==> config.mk <==
export PLATFORM = sky130hd
export DESIGN_NAME = eject_arbiter
export DESIGN_NICKNAME = d
export VERILOG_FILES = /design/src/rtl/eject_pkg.sv /design/src/rtl/eject_fifo.sv /design/src/rtl/eject_arbiter.sv
export SDC_FILE = /design/constraint.sdc
export NUM_CORES = 1
export LEC_CHECK = 0
export ABC_AREA = 1
export CORE_MARGIN = 5
export CORE_UTILIZATION = 46
export DETAILED_ROUTE_END_ITERATION = 16
export MAX_ROUTING_LAYER = met4
export PLACE_DENSITY = 0.84
export SLEW_MARGIN = 20
export SYNTH_ARGS = -nofsm -noshare
export SYNTH_HDL_FRONTEND = slang
export SYNTH_HIERARCHICAL = 1
export SYNTH_SLANG_ARGS = --single-unit
==> constraint.sdc <==
create_clock -name clk -period 4.6 [get_ports clk]
set_clock_uncertainty 0.1 [all_clocks]
set_input_delay 0.92 -clock clk [delete_from_list [all_inputs] [get_ports clk]]
set_output_delay 0.92 -clock clk [all_outputs]
set_load 0.05 [all_outputs]
==> src/rtl/eject_pkg.sv <==
// +----------------------------------------------------------------------------+
// | eject_pkg : shared flit constants, types and helpers for eject_arbiter     |
// | Rev 1.0                                                                    |
// +----------------------------------------------------------------------------+
`default_nettype none

package eject_pkg;

    localparam int FLIT_W    = 11;
    localparam int VALID_BIT = 10;
    localparam int DEST_MSB  = 5;
    localparam int DEST_LSB  = 0;
    localparam int NUM_PORTS = 4;

    localparam logic [1:0] PORT_N = 2'd0;
    localparam logic [1:0] PORT_S = 2'd1;
    localparam logic [1:0] PORT_E = 2'd2;
    localparam logic [1:0] PORT_W = 2'd3;

    typedef logic [FLIT_W-1:0] flit_t;

    typedef struct packed {
        logic       found;
        logic [1:0] idx;
    } grant_t;

    // First requester at or after ptr, wrapping; descending scan lets the
    // nearest port overwrite farther ones.
    function automatic grant_t rr_pick(input logic [3:0] req, input logic [1:0] ptr);
        grant_t     g;
        logic [1:0] p;
        g = '0;
        for (int k = NUM_PORTS - 1; k >= 0; k--) begin
            p = ptr + 2'(k);
            if (req[p]) begin
                g.found = 1'b1;
                g.idx   = p;
            end
        end
        return g;
    endfunction

    function automatic logic [15:0] sat_add16(input logic [15:0] a, input logic [2:0] b);
        logic [16:0] s;
        s = {1'b0, a} + {14'b0, b};
        return s[16] ? 16'hFFFF : s[15:0];
    endfunction

endpackage

`default_nettype wire

==> src/rtl/eject_fifo.sv <==
// +----------------------------------------------------------------------------+
// | eject_fifo : synchronous in-order flit FIFO feeding the local port         |
// | Rev 1.0                                                                    |
// +----------------------------------------------------------------------------+
`default_nettype none

module eject_fifo
    import eject_pkg::*;
#(
    parameter int DEPTH = 2
) (
    input  logic  clk,
    input  logic  rst_n,
    input  logic  push,
    input  logic  pop,
    input  flit_t din,
    output flit_t dout,
    output logic  full,
    output logic  empty
);

    localparam int PTR_W = $clog2(DEPTH);
    localparam int CNT_W = PTR_W + 1;

    flit_t            r_mem [DEPTH];
    logic [PTR_W-1:0] r_wr_ptr;
    logic [PTR_W-1:0] r_rd_ptr;
    logic [CNT_W-1:0] r_count;

    always_ff @(posedge clk) begin
        if (push) begin
            r_mem[r_wr_ptr] <= din;
        end
    end

    // DEPTH is a power of two, so the pointers wrap naturally.
    always_ff @(posedge clk or negedge rst_n) begin
        if (!rst_n) begin
            r_wr_ptr <= '0;
            r_rd_ptr <= '0;
            r_count  <= '0;
        end else begin
            if (push) r_wr_ptr <= r_wr_ptr + 1'b1;
            if (pop)  r_rd_ptr <= r_rd_ptr + 1'b1;
            case ({push, pop})
                2'b10:   r_count <= r_count + 1'b1;
                2'b01:   r_count <= r_count - 1'b1;
                default: r_count <= r_count;
            endcase
        end
    end

    assign empty = (r_count == '0);
    assign full  = (r_count == CNT_W'(DEPTH));
    assign dout  = empty ? '0 : r_mem[r_rd_ptr];

endmodule

`default_nettype wire

==> src/rtl/eject_arbiter.sv <==
// +----------------------------------------------------------------------------+
// | eject_arbiter : round-robin ejection of local flits into a FIFO, with      |
// | registered pass-through. Optional counters: define EJECT_STATS_EN.         |
// | Rev 1.0                                                                    |
// +----------------------------------------------------------------------------+
`default_nettype none

module eject_arbiter
    import eject_pkg::*;
#(
    parameter logic [5:0] LOCAL_ADDR = 6'b100100,
    parameter int         FIFO_DEPTH = 2
) (
    input  logic              clk,
    input  logic              rst_n,
    input  logic [FLIT_W-1:0] northad,
    input  logic [FLIT_W-1:0] southad,
    input  logic [FLIT_W-1:0] eastad,
    input  logic [FLIT_W-1:0] westad,
    output logic [FLIT_W-1:0] nad,
    output logic [FLIT_W-1:0] sad,
    output logic [FLIT_W-1:0] ead,
    output logic [FLIT_W-1:0] wad,
    output logic [FLIT_W-1:0] lad,
    output logic              lad_valid,
    input  logic              lad_ready,
    output logic [15:0]       ej_cnt,
    output logic [15:0]       defl_cnt
);

    flit_t        w_in [NUM_PORTS];
    logic [3:0]   w_valid;
    logic [3:0]   w_local;
    logic [3:0]   w_req;
    grant_t       w_gnt;
    logic         w_pop;
    logic         w_can_accept;
    logic         w_full;
    logic         w_empty;
    flit_t        r_out [NUM_PORTS];
    logic [1:0]   r_rr_ptr;

    assign w_in[PORT_N] = northad;
    assign w_in[PORT_S] = southad;
    assign w_in[PORT_E] = eastad;
    assign w_in[PORT_W] = westad;

    for (genvar i = 0; i < NUM_PORTS; i++) begin : g_port
        assign w_valid[i] = (w_in[i][VALID_BIT] == 1'b1);
        assign w_local[i] = w_valid[i] && (w_in[i][DEST_MSB:DEST_LSB] == LOCAL_ADDR);
    end

    // A pop frees the slot the push lands in, so a full FIFO may still accept.
    assign w_pop        = lad_valid & lad_ready;
    assign w_can_accept = ~w_full | w_pop;
    assign w_req        = w_can_accept ? w_local : 4'b0000;
    assign w_gnt        = rr_pick(w_req, r_rr_ptr);

    always_ff @(posedge clk or negedge rst_n) begin
        if (!rst_n) begin
            for (int i = 0; i < NUM_PORTS; i++) r_out[i] <= '0;
            r_rr_ptr <= PORT_N;
        end else begin
            for (int i = 0; i < NUM_PORTS; i++) begin
                if (w_valid[i] && !(w_gnt.found && (w_gnt.idx == 2'(i))))
                    r_out[i] <= w_in[i];
                else
                    r_out[i] <= '0;
            end
            if (w_gnt.found) r_rr_ptr <= w_gnt.idx + 2'd1;
        end
    end

    eject_fifo #(
        .DEPTH (FIFO_DEPTH)
    ) u_fifo (
        .clk   (clk),
        .rst_n (rst_n),
        .push  (w_gnt.found),
        .pop   (w_pop),
        .din   (w_in[w_gnt.idx]),
        .dout  (lad),
        .full  (w_full),
        .empty (w_empty)
    );

    assign lad_valid = ~w_empty;
    assign nad       = r_out[PORT_N];
    assign sad       = r_out[PORT_S];
    assign ead       = r_out[PORT_E];
    assign wad       = r_out[PORT_W];

`ifdef EJECT_STATS_EN
    logic [2:0]  w_loc_cnt;
    logic [2:0]  w_defl_inc;
    logic [15:0] r_ej_cnt;
    logic [15:0] r_defl_cnt;

    assign w_loc_cnt  = {2'b0, w_local[0]} + {2'b0, w_local[1]}
                      + {2'b0, w_local[2]} + {2'b0, w_local[3]};
    assign w_defl_inc = w_loc_cnt - {2'b0, w_gnt.found};

    always_ff @(posedge clk or negedge rst_n) begin
        if (!rst_n) begin
            r_ej_cnt   <= '0;
            r_defl_cnt <= '0;
        end else begin
            r_ej_cnt   <= sat_add16(r_ej_cnt, {2'b0, w_gnt.found});
            r_defl_cnt <= sat_add16(r_defl_cnt, w_defl_inc);
        end
    end

    assign ej_cnt   = r_ej_cnt;
    assign defl_cnt = r_defl_cnt;
`else
    assign ej_cnt   = 16'h0000;
    assign defl_cnt = 16'h0000;
`endif

endmodule

`default_nettype wire

Word-level counts from Yosys, hierarchy flattened
Memories as Yosys holds them, arrays and structs flattened.
Index checks and enable logic that the tools add are counted.
W data, S select, Z words.
Cells by class
  $add $sub $neg: 8
  $mul: 0
  divide/modulo/power cells: 0
  magnitude comparators: 5
  equal/unequal tests: 10
  shift operators: 0
  mux-type cells: 24
  bitwise logic cells: 5
  reduce and logical (&&, ||, !) cells: 19
Operators with widths (number)
  $mux W11: 7
  $eq A6 B6 Y1 const B: 4
  $bmux W11 S2: 1
  $logic_and A1 B1 Y1: 12
  $lt A2 B3 Y1 const B: 4
  $mux W3: 4
  $bmux W1 S2: 4
  $eq A2 B2 Y1 const B: 4
  $add A2 B1 Y2 const B: 3
  $mux W1: 6
  $add A2 B2 Y2 const B: 2
  $eq A2 B1 Y1 const B: 2
  $logic_not A1 Y1: 4
  $logic_not A2 Y1: 2
  $mux W4: 1
  $pmux W2 S2: 1
  $ge A3 B3 Y1 const B: 1
  $not A2 Y3: 1
  $add A1 B1 Y1 const B: 2
  $not A1 Y1: 2
  $reduce_bool A2 Y1: 1
  $sub A2 B1 Y2 const B: 1
  $and A1 B1 Y1: 1
  $or A1 B1 Y1: 1
Storage, ports and cells
  flip-flop bits (word level): 50
  bits in latches: 0
  memory bits (writable): 22
  ROM bits: 0
  memories kept: 1
Memory list
  u_fifo.r_mem: depth 2, bits a word 11, read ports 1, clocked after memory_dff 0, write ports 1, line eject_fifo.sv:25  | flit_t r_mem [DEPTH];

Depth between registers and ports, before layout
Gate-level depths: netlist of the first run.
  depth after elaboration: 16
  depth in mapped cells: 18
  mapped depth without buffers: 17

By module
The synthesis of the first run kept the hierarchy.
Modules (own cells, without submodules)
  eject_arbiter: times used 1, cells each 298, area each 2393.5 µm², seq. area each 1151.1 µm²
  eject_fifo: times used 1, cells each 83, area each 1067.3 µm², seq. area each 760.7 µm²

Worst setup path before layout of the first run
Ideal clock, no wire load.
  kind: input -> register
  from: in lad_ready
  to: mem u_fifo/r_mem[0][0] (netlist name) (enable)
  arrival: 2272 ps
  slack: 1850 ps
  cell stages on the path: 10
  buffers on the path: 0
  cells stage by stage: nand2_1 > nand2_2 > nand3_1 > nand2_1 > nand3_1 > nand2_1 > inv_1 > nand3_1 > inv_1 > nor2_1
RTL lines
  from (decl): line eject_arbiter.sv:26  | input logic lad_ready,
  to (decl): line eject_fifo.sv:25

Final worst setup path of the first run
  from: reg u_fifo.r_rd_ptr
  to: out lad[8]
Between the ends
  longest elaborated chain between the ends: 2
Ends and longest elaborated chain
  from (decl): line eject_fifo.sv:27  | logic [PTR_W-1:0] r_rd_ptr;
  from (signal assigned): line eject_fifo.sv:44  | if (pop) r_rd_ptr <= r_rd_ptr + 1'b1;
  $mem_v2 Z2 W11
  $mux W11: line eject_fifo.sv:55  | assign dout = empty ? '0 : r_mem[r_rd_ptr];
  to (decl): line eject_arbiter.sv:24  | output logic [FLIT_W-1:0] lad,
Every way passes these cells.

==> PnR_summary.wiki, run 1 <==
{| class="wikitable"
! Metric !! Value
|-
| Clk buf depth || 2
|-
| Worst Setup Start Kind || flip-flop
|-
| Outcome || complete, no violations
|-
| Detail-routed net length per standard cell || 14.41 um
|-
| Remaining max-slew budget at the tightest pin || 41.71%
|-
| Count of input and output buffers || 102
|-
| Crit. End Element || output pin
|-
| Fraction of power consumed by combinational cells || 57.9%
|-
| Post-DP HPWL || 6.694 mm
|-
| Time the worst path needs with I/O delays and setup || 3.350 ns
|-
| First-pass detailed-route iteration total || 5
|-
| H-tree levels || 3
|-
| Fraction of layout instances using a drive strength above 1 || 8.163%
|-
| Most common cell after layout, fill and taps aside || sky130_fd_sc_hd__clkdlybuf4s50_1
|-
| Maximum number of pins on one net before global-route repair || 51
|-
| Via density || 4.642
|-
| Post-Route WL || about 8.5 mm
|-
| Congestion Overflow GR || 0
|-
| CP max-delay cell || sky130_fd_sc_hd__clkdlybuf4s50_1
|-
| Synthesis-stage register bit count || 72
|-
| Share of Yosys cell area claimed by the top area cell type || a little over a third
|-
| CP cell instances || inv_1 -> nand2_1 -> a21oi_1 -> clkdlybuf4s50_1
|-
| Root cell of the clock tree || sky130_fd_sc_hd__clkbuf_8
|-
| Seq pwr share || 28.8%
|-
| Lkg Pwr || 2.251 nW
|-
| Critical path's largest stage delay || ~0.85 ns
|-
| Worst EP required || 3.58 ns
|-
| Transition time at the pin with the least slew margin || 0.8712 ns
|-
| Highest Clock Rate || 298.5 MHz
|-
| Final Net Count || 533
|-
| Number of global-route vias before repair || between 2000 and 3000
|-
| Mapped Cells || 381
|-
| Remaining antenna violation count || 0
|-
| Main area contributors after synthesis || sky130_fd_sc_hd__dfrtp_1 36%, sky130_fd_sc_hd__edfxtp_1 19%, sky130_fd_sc_hd__buf_4 8.0%
|-
| Global-route total usage across every layer || roughly a fifth
|-
| Most frequent cells in the layout || 101 x sky130_fd_sc_hd__clkdlybuf4s50_1, 74 x sky130_fd_sc_hd__nand2_1, 60 x sky130_fd_sc_hd__nor2_1
|-
| Worst hold path type || reg2reg
|-
| Synthesized cell area || 3461 um2
|-
| Start-to-end type of the worst setup path || reg2out
|-
| Peak VDD IR || 0.0003038 V
|-
| Clock buffer count from CTS || 9
|-
| Horiz. Die Dim || between 90 and 100 um
|-
| Final hold vios || 0
|-
| Global-route wire length before repair || 13.80 mm
|-
| Antenna cell count || 0
|-
| Max-cap violation count || 0
|-
| Ports || 135
|-
| Post-route DRC violation count || 0
|-
| Unrepaired setup endpoints after global routing || no
|-
| Iteration-0 DRC Markers || 132
|-
| Clock net sink count || 72
|-
| Mean cell area of the mapped netlist || between 9 and 10 um2
|-
| Final weighted congestion in routability-driven placement || 0.8036
|-
| Worst endpoint data arrival time || between 2 and 2.5 ns
|-
| Vias || ~2700
|-
| Die height || 96.74 um
|-
| Net switching power figure || 1.959 mW
|-
| Largest area contributor in the synthesized netlist || sky130_fd_sc_hd__dfrtp_1
|-
| Count of distinct cell types in the synthesized netlist || 31
|-
| Reg clk slew, reported paths || 0.07 ns
|-
| Internal power of the cells || 1.976 mW
|-
| Max Slew Vio Count || 0
|-
| YS warnings || 6
|-
| Clock network fraction of total power || 13.3%
|-
| Area Growth Syn to Fin || 33.62%
|-
| Critical path fanouts, max || 13
|-
| Setup fix buffers added after clock tree synthesis || 0
|-
| Power density cells || 851.0 nW/um2
|-
| Std-Cell Core Area || between 7000 and 8000 um2
|-
| Area of the die || 9359 um2
|-
| Clock network latency to the later pin of the worst-skew pair || 0.35 ns
|-
| Setup-failing EPs final || 0
|-
| Hold bufs inserted after CTS || 0
|-
| TritonCTS clock tree || yes
|-
| Sequential share of the synthesized area || 55.24%
|-
| Proportion of total power due to net switching || approximately half
|-
| Sum of internal, switching and leakage power || about 3.9 mW
|-
| PostCTS Resize Cnt || 0
|-
| Setup TNS || 0 ns
|-
| Count of standard-cell rows || 31
|-
| Effective utilization at floorplan || between 40% and 50%
|-
| Final clock period utilization by the worst path || 72.82%
|-
| Initial antenna violation count || 0
|}
[worst max-delay path: cells and delay by family, from the launching register on]
kind                   cells  cell delay [ns]
buffers and inverters      2             1.16
flip-flops                 1             0.53
AO/OA/AOI/OAI              1             0.20
AND/OR/NAND/NOR            1             0.09
[routing by layer]
layer	global-route usage (%)	routed length, um
met5	-	0
met4	5.832	122
met3	5.827	654
met2	33.76	4587
met1	21.42	3122
[stage by stage]
stage                     utilization (%)  hold WS, ns  area, um2  std cells  worst slack, ns
after floorplan                         -       0.3634       3577        412            1.850
after global placement              60.50       0.3803       4412        573           0.9805
after detailed placement            60.50       0.3784       4412        573           0.8767
after CTS                           63.38       0.3914       4622        589            1.214
after global routing                63.42       0.4166       4624        589           0.9557
final                               63.42       0.3944       4624        589            1.250
[kinds of logic after synthesis]
family / after synthesis / share of synthesized area, %
buffers and inverters: 100 / 15.40
DFF: 72 / 55.24
xor gates and xnor gates: 4 / 1.229
AOI/OAI and AO/OA: 20 / 4.845
adders and majority gates: 1 / 0.3615
and+or+nand+nor: 183 / 22.81
other: 1 / 0.1084
[path summary, 6_finish.rpt]
kind                                                    start                      endpoint  slack [ns]  cells after the start
max in group asynchronous                               rst_n              sad[7]$_DFF_PN0_        3.50                      1
worst min register to register    u_fifo/r_wr_ptr$_DFFE_PN0P_   u_fifo/r_wr_ptr$_DFFE_PN0P_        0.39                      1
worst max-delay path              u_fifo/r_rd_ptr$_DFFE_PN0P_                        lad[8]        1.25                      4
min in group asynchronous                               rst_n              ead[4]$_DFF_PN0_        0.49                      1
worst min-delay path              u_fifo/r_wr_ptr$_DFFE_PN0P_   u_fifo/r_wr_ptr$_DFFE_PN0P_        0.39                      1
worst max register to register  u_fifo/r_count[0]$_DFFE_PN0P_  u_fifo/r_mem[0][4]$_DFFE_PP_        1.32                     16
[cells in the mapped netlist (all sizes together)]
master,instances
edfxtp,22
nor2,62
o211ai,1
nand2,81
a21oi,14
ha,1
inv,60
o21bai,1
nand4,2
a21boi,1
xnor2,2
buf,40
dfrtp,50
conb,1
o21ai,3
nand3,36
xor2,2
nor3,2
[layout make-up]
class | instances | area (um2)
fill | 609 | 2668
sequential | 72 | 1912
multi-input combinational | 240 | 1132
timing repair buffer | 102 | 1018
inverter | 60 | 227.7
clock buffer | 14 | 172.7
tap | 99 | 123.9
clock inverter | 2 | 37.54
[power groups by stage]
stage / Sequential [mW] / Combinational, mW / Clock (mW)
5_1_grt: 1.16 / 2.46 / 0.566
3_5_place_dp: 1.15 / 2.28 / 0
4_1_cts: 1.13 / 2.29 / 0.531
6_report: 1.13 / 2.28 / 0.525
2_1_floorplan: 1.52 / 1.29 / 0
3_3_place_gp: 1.14 / 2.24 / 0
[sequential cells by signal, indices dropped and copies added (netlist names)]
name,count
u_fifo/r_count,2
u_fifo/r_wr_ptr,1
wad,11
u_fifo/r_rd_ptr,1
u_fifo/r_mem,22
sad,11
ead,11
r_rr_ptr,2
nad,11
Note: power is estimated with default switching activity, not from simulation.
==> run 2, diff against run 1 <==
- CORE_UTILIZATION: 46 -> 40
- PLACE_DENSITY: 0.84 -> 0.77
- clock period: 4.6 -> 2.9 ns (I/O delays scaled with it)
==> run 2 against run 1 <==
Sequential share of layout area down 1.5 points. Largest power group unchanged. Utilization down 7.6 points. Clock power up 58%. Die area up 13%. Setup slack worse by 0.97 ns. Final cell count up 5.3%. Sequential power up 58%. Power up 67%. Cell area up 3.7%. Via count up 1.0%. Critical path type is now in2reg.
==> PnR_summary.wiki, run 2 (synthesis gave the netlist of run 1 again) <==
{| class="wikitable"
! Metric !! Value
|-
| Final hold vios || 0 (unchanged)
|-
| Max-cap violation count || 0 (unchanged)
|-
| Time the worst path needs with I/O delays and setup || around 2.6 ns
|-
| Peak VDD IR || 0.0005142 V (+69%)
|-
| Critical path's largest stage delay || 0.42 ns (-0.43 ns)
|-
| Global-route wire length before repair || 13.51 mm (-2.1%)
|-
| Area of the die || 10610 um2 (+13%)
|-
| Clock network latency to the later pin of the worst-skew pair || 0.35 ns (about the same)
|-
| Cell class contributing the biggest share of worst-path delay || simple AND/OR/NAND/NOR gates
|-
| Placed cell areas || 4586 um2 (+3.9%)
|-
| Net switching power figure || 3.187 mW (+63%)
|-
| Transition time at the pin with the least slew margin || 0.5347 ns (-0.3365 ns)
|-
| Setup TNS || 0 ns (unchanged)
|-
| Crit. End Element || flip-flop
|-
| CP max-delay cell || sky130_fd_sc_hd__clkdlybuf4s50_1
|-
| Remaining antenna violation count || 0 (unchanged)
|-
| Most frequent cells in the layout || 90 x sky130_fd_sc_hd__clkdlybuf4s50_1, 74 x sky130_fd_sc_hd__nand2_1, 60 x sky130_fd_sc_hd__nor2_1
|-
| Start-to-end type of the worst setup path || in2reg
|-
| Remaining max-slew budget at the tightest pin || 64.24% (+23 points)
|-
| Final instance count without filler cells || 620 (+5.3%)
|-
| Unrepaired setup endpoints after global routing || no
|-
| Worst hold path type || in2async
|-
| Worst Setup Start Kind || primary input
|-
| Final worst setup slack || 0.2822 ns (-0.9681 ns)
|-
| First-pass detailed-route iteration total || 4 (-1)
|-
| Congestion Overflow GR || 0 (unchanged)
|-
| Final clock period utilization by the worst path || 90.27%
|-
| Biggest register || u_fifo/r_mem
|-
| Maximum number of pins on one net before global-route repair || 30 (-41%)
|-
| Highest Clock Rate || 382.0 MHz
|-
| Via density || 4.455 (-4.0%)
|-
| Cell occurring most often along the worst timing path || sky130_fd_sc_hd__nand2_1
|-
| Initial antenna violation count || 0 (unchanged)
|-
| Post-Route WL || 8.613 mm (+1.5%)
|-
| Hold bufs inserted after CTS || 0 (unchanged)
|-
| Lkg Pwr || 2.380 nW (+5.8%)
|-
| Internal power of the cells || 3.374 mW (+71%)
|-
| Post-route DRC violation count || 0 (unchanged)
|-
| Clock network fraction of total power || 12.6% (-0.7 points)
|-
| Power density cells || 1369 nW/um2 (+61%)
|-
| Number of placed instances, taps included || 604 (+5.4%)
|-
| Root cell of the clock tree || sky130_fd_sc_hd__clkbuf_8
|-
| Core utilization of the finished layout || 55.78% (-7.6 points)
|-
| Worst EP required || 3.01 ns (-0.57 ns)
|-
| Std-Cell Core Area || 8593 um2 (+18%)
|-
| Clk buf depth || 2 (unchanged)
|-
| Count of standard-cell rows || 34 (+9.7%)
|-
| CP cell instances || clkdlybuf4s50_1 -> nor3_1 -> buf_4 -> nand3_1 -> nand2_1 -> nand2_1 -> nor2_1 -> nand2_1 -> nand2_1 -> nand2_2 -> nand2_1 -> nand2_1 -> buf_4 -> o21ai_4 -> nor2_1
|-
| Start of the worst register-to-register path || u_fifo/r_count[0]$_DFFE_PN0P_
|-
| Worst path buffer plus inverter count || 3 (+1)
|-
| Critical path fanouts, max || 10 (-3)
|-
| Fraction of layout instances using a drive strength above 1 || 14.45% (+6.3 points)
|-
| PostCTS Resize Cnt || 0 (unchanged)
|-
| FF-to-FF End || u_fifo/r_mem[0][4]$_DFFE_PP_
|-
| Final Net Count || 555 (+4.1%)
|-
| Antenna cell count || 0 (unchanged)
|-
| Area Growth Syn to Fin || 38.50%
|-
| Effective utilization at floorplan || 40.27% (-7.2 points)
|-
| Iteration-0 DRC Markers || 86 (-35%)
|-
| Number of flip-flops under the largest register name || 22 (unchanged)
|-
| Final standard cell area without fillers || 4793 um2 (+3.7%)
|-
| Flop2flop setup slack || 0.38 ns (-0.94 ns)
|-
| Global-route total usage across every layer || 17.43% (-2.0 points)
|-
| Clock net sink count || 72 (unchanged)
|-
| Length in cells of the worst reg-to-reg path || 16 (unchanged)
|-
| TritonCTS clock tree || yes
|-
| Setup fix buffers added after clock tree synthesis || 0 (unchanged)
|-
| Worst endpoint data arrival time || 2.73 ns (+0.40 ns)
|-
| Outcome || complete, no violations
|-
| Die height || 103.0 um (+6.5%)
|-
| Horiz. Die Dim || 103.0 um (+6.5%)
|-
| Count of input and output buffers || 102 (unchanged)
|-
| Number of global-route vias before repair || 2743 (+1.5%)
|-
| Vias || 2762 (+1.0%)
|-
| Detail-routed net length per standard cell || 13.89 um (-3.6%)
|-
| Pre-CTS setup slack || -0.06241 ns (-0.9391 ns)
|-
| Ports || 135 (unchanged)
|-
| Clock buffer count from CTS || 9 (unchanged)
|-
| Fraction of power consumed by combinational cells || 60.0% (+2.1 points)
|-
| Most common cell after layout, fill and taps aside || sky130_fd_sc_hd__clkdlybuf4s50_1
|-
| H-tree levels || 3 (unchanged)
|-
| Reg clk slew, reported paths || 0.08 ns (about the same)
|-
| Seq pwr share || 27.3% (-1.5 points)
|-
| Max Slew Vio Count || 0 (unchanged)
|-
| Proportion of total power due to net switching || 48.57% (-1.2 points)
|-
| Post-DP HPWL || 6.847 mm (+2.3%)
|-
| Setup-failing EPs final || 0 (unchanged)
|-
| Final weighted congestion in routability-driven placement || 0.8927 (+11%)
|}
-- run 2: cell types whose count changed in the layout (fill, tap and decap cells not counted), sizes merged --
| cell | delta |
|---|---|
| clkdlybuf4s50 | -11 |
| clkinv | +3 |
| buf | +33 |
| clkbuf | -2 |
| clkinvlp | -1 |
-- run 2: stage by stage --
| stage | hold slack, ns | power, mW |
|---|---|---|
| final | 0.09219 | 6.561 |
| after CTS | 0.09115 | 6.617 |
| after global routing | 0.1196 | 6.982 |
| after floorplan | 0.1844 | 4.462 |
| after detailed placement | 0.3994 | 5.778 |
| after global placement | 0.3819 | 5.710 |
-- run 2: power by group through the flow --
stage / registers (mW) / clock network (mW) / logic [mW]
3_3_place_gp: 1.81 / 0 / 3.90
6_report: 1.79 / 0.829 / 3.94
3_5_place_dp: 1.82 / 0 / 3.96
5_1_grt: 1.84 / 0.895 / 4.25
4_1_cts: 1.80 / 0.842 / 3.98
2_1_floorplan: 2.41 / 0 / 2.05
-- run 2: metal layers --
| layer | vias up | share of wire, % | track usage [%] | wire (um) |
|---|---|---|---|---|
| met5 | - | 0 | - | 0 |
| met4 | 0 | 1.4 | 5.876 | 120 |
| met3 | 10 | 6.5 | 3.586 | 564 |
| met2 | 91 | 51 | 29.30 | 4407 |
| met1 | 1302 | 41 | 20.85 | 3520 |
| li1 | 1359 | - | - | - |
-- run 2: final cells by class --
type | count | area, um2
fill | 761 | 3800
sequential | 72 | 1912
multi-input combinational | 240 | 1132
inverter | 60 | 227.7
clock inverter | 4 | 52.55
tap | 108 | 135.1
clock buffer | 12 | 155.1
timing repair buffer | 124 | 1179
-- run 2: how the worst max path moves through the flow --
| stage | slack (ns) | cells past startpoint | to | startpoint |
|---|---|---|---|---|
| after floorplan | 0.21 | 13 | u_fifo/r_mem[0][0]$_DFFE_PP_ | u_fifo/r_count[0]$_DFFE_PN0P_ |
| after global placement | -0.05 | 15 | wad[5]$_DFF_PN0_ | eastad[0] |
| after detailed placement | -0.06 | 15 | wad[7]$_DFF_PN0_ | eastad[0] |
| after CTS | 0.30 | 15 | wad[4]$_DFF_PN0_ | eastad[0] |
| after global routing | 0.09 | 15 | wad[4]$_DFF_PN0_ | eastad[1] |
| final | 0.28 | 15 | wad[4]$_DFF_PN0_ | eastad[0] |
